File: src/rtl/display_bcd_scheduler.sv
// Shared shift-add-3 binary-to-BCD converter, time-multiplexed between OUT, IN and PC display
// requesters with fixed priority OUT > IN > PC.
module display_bcd_scheduler #(
    parameter int WIDTH  = 32,
    parameter int DIGITS = 8
) (
    input  logic                  clock,
    input  logic                  reset,
    input  logic                  out_req,
    input  logic [WIDTH-1:0]      out_data,
    output logic                  out_ack,
    input  logic                  in_req,
    input  logic [WIDTH-1:0]      in_data,
    output logic                  in_ack,
    input  logic [WIDTH-1:0]      pc_value,
    output logic                  busy,
    output logic [WIDTH-1:0]      saida,
    output logic [4*DIGITS-1:0]   segmentos,
    output logic                  neg,
    output logic [4*DIGITS-1:0]   segmentosPrograma
);

    localparam int BW = 4 * DIGITS;
    localparam int CW = $clog2(WIDTH);
    localparam logic [CW-1:0] LAST = CW'(WIDTH - 2);

    typedef enum logic [1:0] {IDLE, CONV, DONE} state_t;
    typedef enum logic [1:0] {SRC_OUT, SRC_IN, SRC_PC} src_t;

    state_t           state;
    src_t             src;
    logic [WIDTH-2:0] mag;
    logic             neg_n;
    logic [WIDTH-1:0] operand;
    logic [BW-1:0]    bcd;
    logic [CW-1:0]    cnt;

    logic [BW-1:0]    bcd_adj;
    logic [BW-1:0]    bcd_next;
    logic [WIDTH-1:0] out_abs;

    always_comb begin
        bcd_adj = bcd;
        for (int unsigned i = 0; i < DIGITS; i++) begin
            if (bcd[4*i +: 4] >= 4'd5)
                bcd_adj[4*i +: 4] = bcd[4*i +: 4] + 4'd3;
        end
        // mag is shifted left each cycle, so its MSB is always bit WIDTH-2-cnt of the original
        bcd_next = {bcd_adj[BW-2:0], mag[WIDTH-2]};
        out_abs  = out_data[WIDTH-1] ? (~out_data + WIDTH'(1)) : out_data;
    end

    assign busy = (state != IDLE);

    always_ff @(posedge clock) begin
        if (reset) begin
            state             <= IDLE;
            src               <= SRC_PC;
            mag               <= '0;
            neg_n             <= 1'b0;
            operand           <= '0;
            bcd               <= '0;
            cnt               <= '0;
            out_ack           <= 1'b0;
            in_ack            <= 1'b0;
            saida             <= '0;
            segmentos         <= '0;
            neg               <= 1'b0;
            segmentosPrograma <= '0;
        end else begin
            out_ack <= 1'b0;
            in_ack  <= 1'b0;
            case (state)
                IDLE: begin
                    bcd   <= '0;
                    cnt   <= '0;
                    state <= CONV;
                    if (out_req) begin
                        src     <= SRC_OUT;
                        mag     <= out_abs[WIDTH-2:0];
                        neg_n   <= out_data[WIDTH-1];
                        operand <= out_data;
                    end else if (in_req) begin
                        src     <= SRC_IN;
                        mag     <= in_data[WIDTH-2:0];
                        neg_n   <= 1'b0;
                        operand <= in_data;
                    end else begin
                        src     <= SRC_PC;
                        mag     <= pc_value[WIDTH-2:0];
                        neg_n   <= 1'b0;
                        operand <= pc_value;
                    end
                end
                CONV: begin
                    bcd <= bcd_next;
                    mag <= mag << 1;
                    cnt <= cnt + CW'(1);
                    if (cnt == LAST) begin
                        state <= DONE;
                        case (src)
                            SRC_OUT: begin
                                segmentos <= bcd_next;
                                saida     <= operand;
                                neg       <= neg_n;
                                out_ack   <= 1'b1;
                            end
                            SRC_IN: begin
                                segmentos <= bcd_next;
                                saida     <= operand;
                                neg       <= 1'b0;
                                in_ack    <= 1'b1;
                            end
                            default: segmentosPrograma <= bcd_next;
                        endcase
                    end
                end
                DONE:    state <= IDLE;
                default: state <= IDLE;
            endcase
        end
    end

endmodule

File: config.mk
export PLATFORM = sky130hd
export DESIGN_NAME = display_bcd_scheduler
export DESIGN_NICKNAME = d
export VERILOG_FILES = /design/src/rtl/display_bcd_scheduler.sv
export SDC_FILE = /design/constraint.sdc
export NUM_CORES = 1
export LEC_CHECK = 0
export CAP_MARGIN = 20
export CORE_AREA = 3 3 142 144
export CTS_BUF_LIST = sky130_fd_sc_hd__clkbuf_4 sky130_fd_sc_hd__clkbuf_8 sky130_fd_sc_hd__clkbuf_16
export CTS_CLUSTER_SIZE = 8
export DETAILED_ROUTE_END_ITERATION = 8
export DIE_AREA = 0 0 145 147
export PLACE_DENSITY_LB_ADDON = 0.15
export REMOVE_ABC_BUFFERS = 1
export SLEW_MARGIN = 20
export SYNTH_ARGS = -nofsm -noshare
export SYNTH_HDL_FRONTEND = slang
export SYNTH_SLANG_ARGS = --single-unit
File: constraint.sdc
create_clock -name clock -period 2.65 [get_ports clock]
set_clock_uncertainty 0.2 [all_clocks]
set_input_delay 0.265 -clock clock [delete_from_list [all_inputs] [get_ports clock]]
set_output_delay 0.265 -clock clock [all_outputs]
set_load 0.01 [all_outputs]
# Word level (Yosys, flattened, before mapping)
# Cells that the tools add are included.
dict set report totals {
  regBits 204
  input_bits 100
  out_inout_bits 100
  word_cells 73
}
dict set report op_classes {
  addsub 10
  n_lt_le_gt_ge 8
  n_eq_ne 4
  muxes 24
  bitwise_logic 4
  n_reduce_logical 10
}
# op count
set ops {}
lappend ops {{31-bit two-way mux} 3}
lappend ops {{32-bit two-way mux} 2}
lappend ops {{32-bit case mux with 2 select lines} 1}
lappend ops {{31-bit case mux with 2 select lines} 1}
lappend ops {{4-bit by 3-bit greater-or-equal comparator with 1-bit output, second input constant} 8}
lappend ops {{31-bit by 1-bit adder with 31-bit output, second input constant} 1}
lappend ops {{31-bit inverter} 1}
lappend ops {{4-bit by 2-bit adder with 4-bit output, second input constant} 7}
lappend ops {{4-bit two-way mux} 7}
lappend ops {{5-bit case mux with 2 select lines} 1}
lappend ops {{3-bit AND reduction} 3}
lappend ops {{2-bit two-way mux} 3}
lappend ops {{2-bit nonzero test} 3}
lappend ops {{5-bit by 1-bit adder with 5-bit output, second input constant} 1}
lappend ops {{5-bit == test, second input constant} 1}
lappend ops {{2-bit by 1-bit == test with 1-bit output, second input constant} 2}
lappend ops {{2-bit logical NOT} 2}
lappend ops {{2-bit case mux with 2 select lines} 1}
lappend ops {{3-bit by 2-bit adder with 3-bit output, second input constant} 1}
lappend ops {{1-bit two-way mux} 3}
lappend ops {{3-bit two-way mux} 1}
lappend ops {{1-bit inverter} 3}
lappend ops {{3-bit OR reduction} 1}
lappend ops {{2-bit inequality test, second input constant} 1}
lappend ops {{2 further kinds} 2}

# Logic depth before layout (Yosys ltp)
dict set report depth {
  depth_word 5
  depth_mapped 9
  ltp_nobuf 7
}

# Least setup slack after synthesis
# No wires, ideal clock.
dict set report synth_path {
  kind {input port to flip-flop}
  startpoint {input out_data[11]}
  endpoint {register mag[27]}
  setup_time_ps 122
  arrival_time_ps 2163
  required_time_ps 2328
  setup_slack_ps 166
  path_stages 5
  n_path_buf 1
  cell_sequence {or4_4 -> or4_4 -> buf_6 -> or4b_4 -> a221o_1}
}
dict set report synth_via {
  elab_chain_cells 5
}
# item line
set synth_rtl {}
lappend synth_rtl {{start: declaration} 10} ;# input logic [WIDTH-1:0] out_data,
lappend synth_rtl {{31-bit inverter} 50} ;# out_abs = out_data[WIDTH-1] ? (~out_data + WIDTH'(1)) : out_data;
lappend synth_rtl {{31-bit by 1-bit adder with 31-bit output} 50}
lappend synth_rtl {{31-bit two-way mux} 50}
lappend synth_rtl {{31-bit two-way mux} 78} ;# if (out_req) begin
lappend synth_rtl {{31-bit case mux with 2 select lines} 73} ;# case (state)
lappend synth_rtl {{end signal: assignment} 80} ;# mag <= out_abs[WIDTH-2:0];
lappend synth_rtl {{end signal: assignment} 85} ;# mag <= in_data[WIDTH-2:0];
lappend synth_rtl {{end signal: assignment} 90} ;# mag <= pc_value[WIDTH-2:0];
lappend synth_rtl {{end: declaration} 32} ;# logic [WIDTH-2:0] mag;
# No other way between the ends.
# A chain may end at the register's enable or synchronous reset.

# Worst setup path after layout
dict set report layout_path {
  startpoint {input out_data[11]}
  endpoint {register mag[21]}
}
# The elaborated chain is that of the path after synthesis.

==> flow_results.org <==
** Status
- Run status :: finished, final reports clean

** Timing
- Time the final worst path needs with I/O delays and setup :: 2.43 ns
- Timing would allow up to 0.411 GHz.
- Slew @ Worst Pin :: 0.834 ns
- Setup repair after global routing left no endpoint under its margin.
- The count of final hold-check violations was 0.
- The worst pin sits at a relative slew slack of 44.3%.
- Post-route worst setup slack :: 0.216 ns
- The final number of max-transition violations came to 0.
- Finish-stage setup viols :: 0
- Ratio of final minimum period to clock period :: 91.9%
- On the final layout, the worst hold slack is 0.0390 ns.

** Synth
- Among all flip-flop cells after synthesis, the most frequent one is sky130_fd_sc_hd__dfxtp_1.
- Synthesis inferred roughly 200 register bits.
- Warning count from the yosys run :: 0
- Dividing the synthesized area by the synthesized cell count gives 7.97 sq um.
- Multiplexer share of the synthesized area :: 4.09%
- Of all flip-flops after synthesis, the portion carrying an async set or reset was 0%.
- Adder-Cell Fraction of Synth Area :: 2.56%
- Post-synthesis compound-gate area fraction :: 22.5%
- For this run, the register share of the synthesized area comes to 41.8%.
- After synthesis, the largest family of logic cells by area is compound AO/OA/AOI/OAI gates.
- Cell taking the most area after synthesis :: sky130_fd_sc_hd__dfxtp_1
- Post-Syn Instances :: approximately 1200
- In this run, synthesis inferred 0 flip-flops with an integrated enable.
- The synthesized design devotes to its leading area cell type 41.8% of total area.
- Synth Area in XOR/XNOR :: 1.88%
- After Yosys synthesis, and, or, nand and nor cells account for a little over a fifth of the synthesized area.
- Post-synthesis instance area :: slightly below 0.01 sq mm
- Area contributors post-synth :: sky130_fd_sc_hd__dfxtp_1 (42%), sky130_fd_sc_hd__a21oi_1 (8.1%), sky130_fd_sc_hd__nand2_1 (6.8%)
- Number of library cell types mapped by synthesis :: 65

** Clocking
- In this run the number of H-tree levels came out at 1.
- The clock reaches the later pin of the worst-skew pair after 0.52 ns.
- The clock passes through at most 3 buffers.
- After clock tree synthesis, the setup repair step added 0 buffers.
- The clock drives 204 sinks.
- After clock tree synthesis, the clock-pin slew on the worst setup and hold paths is 0.05 ns.
- Clock buffers created by TritonCTS :: 29
- Post-cts gate resize count :: 0
- TritonCTS built the clock tree.
- CTS placed an instance of sky130_fd_sc_hd__clkbuf_16 at the clock tree root.
- Buffers inserted to repair hold after CTS numbered 1.

** Layout
- Ratio of cells with drive above 1 in the final layout :: 8.82%
- From synthesis to final layout, the design area changed by 33.5%.
- With fillers left out, the area of the finished cells amounts to 0.0130 sq mm.
- The final layout contains 1549 nets.
- Non-filler instance count after layout :: between 1500 and 2000
- The top cell types in the final layout, fill and taps aside, are sky130_fd_sc_hd__dfxtp_1 (203), sky130_fd_sc_hd__clkdlybuf4s50_1 (196), sky130_fd_sc_hd__nand2_1 (177), sky130_fd_sc_hd__a21oi_1 (159), sky130_fd_sc_hd__nor2_1 (126).
- Leaving out fill and tap cells, the most frequent cell in the layout is sky130_fd_sc_hd__dfxtp_1.

** Drt
- The detailed router finished its first iteration with between 600 and 700 violations.
- Residual DRC count :: 0
- First-pass iteration count of the detailed router :: 5
- In the routed layout, each cell is associated on average with a via count of 5.67.
- The routed layout has 9574 vias.
- The routed design has 27500 um of wire.
- In the final routed layout, each cell accounts on average for 16.3 um.
- Number of nets with antenna violations after detailed routing :: 0

** Placement
- OpenSTA, run right after detailed placement, puts the worst setup slack at -0.320 ns.
- Count of input and output buffers :: 199
- The number of placed instances, taps included, is 1657.
- After detailed placement, the total cell area comes to approximately 0.012 sq mm.
- Post-detail-place hpwl :: about 18000 um
- Routability-driven placement finished with a final weighted congestion of 0.867.

** Power and ir drop
- In this run the static leakage power is 4.68 nW.
- Switching component of the power :: 1.61 mW
- Of the total power, the share spent switching nets is 22.7%.
- Sequential power share :: 45.0%
- Internal portion of total power :: approximately 5.5 mW
- VDD IR max :: 0.476 mV
- Ratio of total power to cell area :: ~540 mW/mm^2
- Clock power share :: 45.1%
- The design draws 7.10 mW.
- Logic gate share of total power :: around a tenth

** Worst setup path
- Startpoint Class :: input pin
- Cell-by-cell listing of the critical path :: clkdlybuf4s50_1 > or4_4 > or4_4 > buf_4 > nor4_1 > o32ai_1 > a31o_2
- Of all nets on the critical path, the largest fanout is 9.
- For the worst setup path, the data required time is 2.87 ns.
- The cell that appears most often on the critical path is sky130_fd_sc_hd__or4_4.
- Among all stages on the critical path, the largest delay is contributed by sky130_fd_sc_hd__or4_4.
- Kind of end point of the critical path :: flip-flop
- Kind of critical path :: input pin to flip-flop
- Arr. time, crit path :: 2.65 ns
- Largest stage delay on the critical path :: 0.56 ns

** Floorplan
- For this configuration, the core starts out at a cell density of 51.9%.
- Die outline area :: between 0.02 and 0.025 sq mm
- From bottom edge to top edge, the die measures 147 um.
- Ports :: 200
- Width of the chip :: roughly 150 um
- After floorplanning, the core was divided into 50 placement rows.
- Area of the core :: ~0.019 sq mm

** Min path
- Worst Hold Class :: input pin to flip-flop

** Global route
- Total gr overflow :: 0
- Across every metal layer, demand over resource in global routing totals 24.5%.
- The number of antenna violations at the first check in global routing came to 2.
- Vias in the first global route :: 9233
- Wire length of the first global-routing pass :: 44900 um
- Entering global routing, the biggest net connects 67 pins.

** Flow run
- Number of maximum-capacitance constraint violations :: 0
==> power by group through the flow <==
stage          Sequential [mW]  Clock [mW]  Combinational [mW]
2_1_floorplan             3.25           0               0.301
3_3_place_gp              3.25           0               0.687
3_5_place_dp              3.25           0               0.697
4_1_cts                   3.19        3.26               0.703
5_1_grt                   3.20        3.39               0.771
6_report                  3.19        3.20               0.706
==> registers in the layout, summed over array words and instances (netlist names) <==
| register | flops |
|---|---|
| segmentos | 32 |
| neg | 1 |
| segmentosPrograma | 32 |
| operand | 32 |
| src | 2 |
| in_ack | 1 |
| bcd | 32 |
| neg_n | 1 |
| mag | 31 |
| cnt | 5 |
| saida | 32 |
| out_ack | 1 |
| state | 2 |
==> cells by family after synthesis <==
family / Yosys count
compound gates: 348
xor+xnor: 21
fa+ha+maj: 20
buf+inv: 133
flops: 204
mux: 39
simple gates: 461
==> critical path: cells and delay by family <==
kind,cells,cell delay (ns)
buf+inv,2,0.59
simple gates,3,1.44
compound gates,2,0.36
==> cells in the mapped netlist, types with 12 or more instances <==
library cell               count
sky130_fd_sc_hd__ha_1         20
sky130_fd_sc_hd__dfxtp_1     204
sky130_fd_sc_hd__nor2_1      128
sky130_fd_sc_hd__a21oi_1     159
sky130_fd_sc_hd__a22oi_1      16
sky130_fd_sc_hd__nor3_1       41
sky130_fd_sc_hd__xnor2_1      15
sky130_fd_sc_hd__nor2b_1      13
sky130_fd_sc_hd__nand2_1     177
sky130_fd_sc_hd__mux2i_1      32
sky130_fd_sc_hd__inv_1        39
sky130_fd_sc_hd__buf_1        12
sky130_fd_sc_hd__nand3_1      18
sky130_fd_sc_hd__a211oi_1     52
sky130_fd_sc_hd__nor3b_1      19
sky130_fd_sc_hd__nand2b_1     15
sky130_fd_sc_hd__clkbuf_1     77
sky130_fd_sc_hd__o211ai_1     13
sky130_fd_sc_hd__o21ai_0      37
==> layer usage <==
layer	routed length [um]	global-route usage, %
met5	9	0
met4	729	7.93
met3	1970	5.12
met2	12900	42.1
met1	11800	31.1
==> per-stage QoR <==
stage | util (%) | setup TNS [ns]
after CTS | 69.3 | 0
after floorplan | - | -305.23
after detailed placement | 65.2 | -2.86
final | 69.3 | 0
after global routing | 69.3 | 0
after global placement | 65.2 | -2.34
==> path summary, 6_finish.rpt <==
path                     start    endpoint  slack (ns)  cells past startpoint
setup / recovery  out_data[11]     mag[21]        0.22                      7
hold / removal         out_req     mag[30]        0.04                      3
setup reg to reg      state[0]     mag[22]        0.51                      6
hold reg to reg     operand[0]  operand[0]        0.25                      2
==> layout make-up <==
type,instances,area (sq um)
clock buffer,29,726
sequential,204,4090
tap,260,325
antenna,1,2.50
clock inverter,1,30.0
fill,1592,5790
multi-input combinational,889,5180
inverter,40,150
timing repair buffer,265,2540
Note: power is estimated with default switching activity, not from simulation.
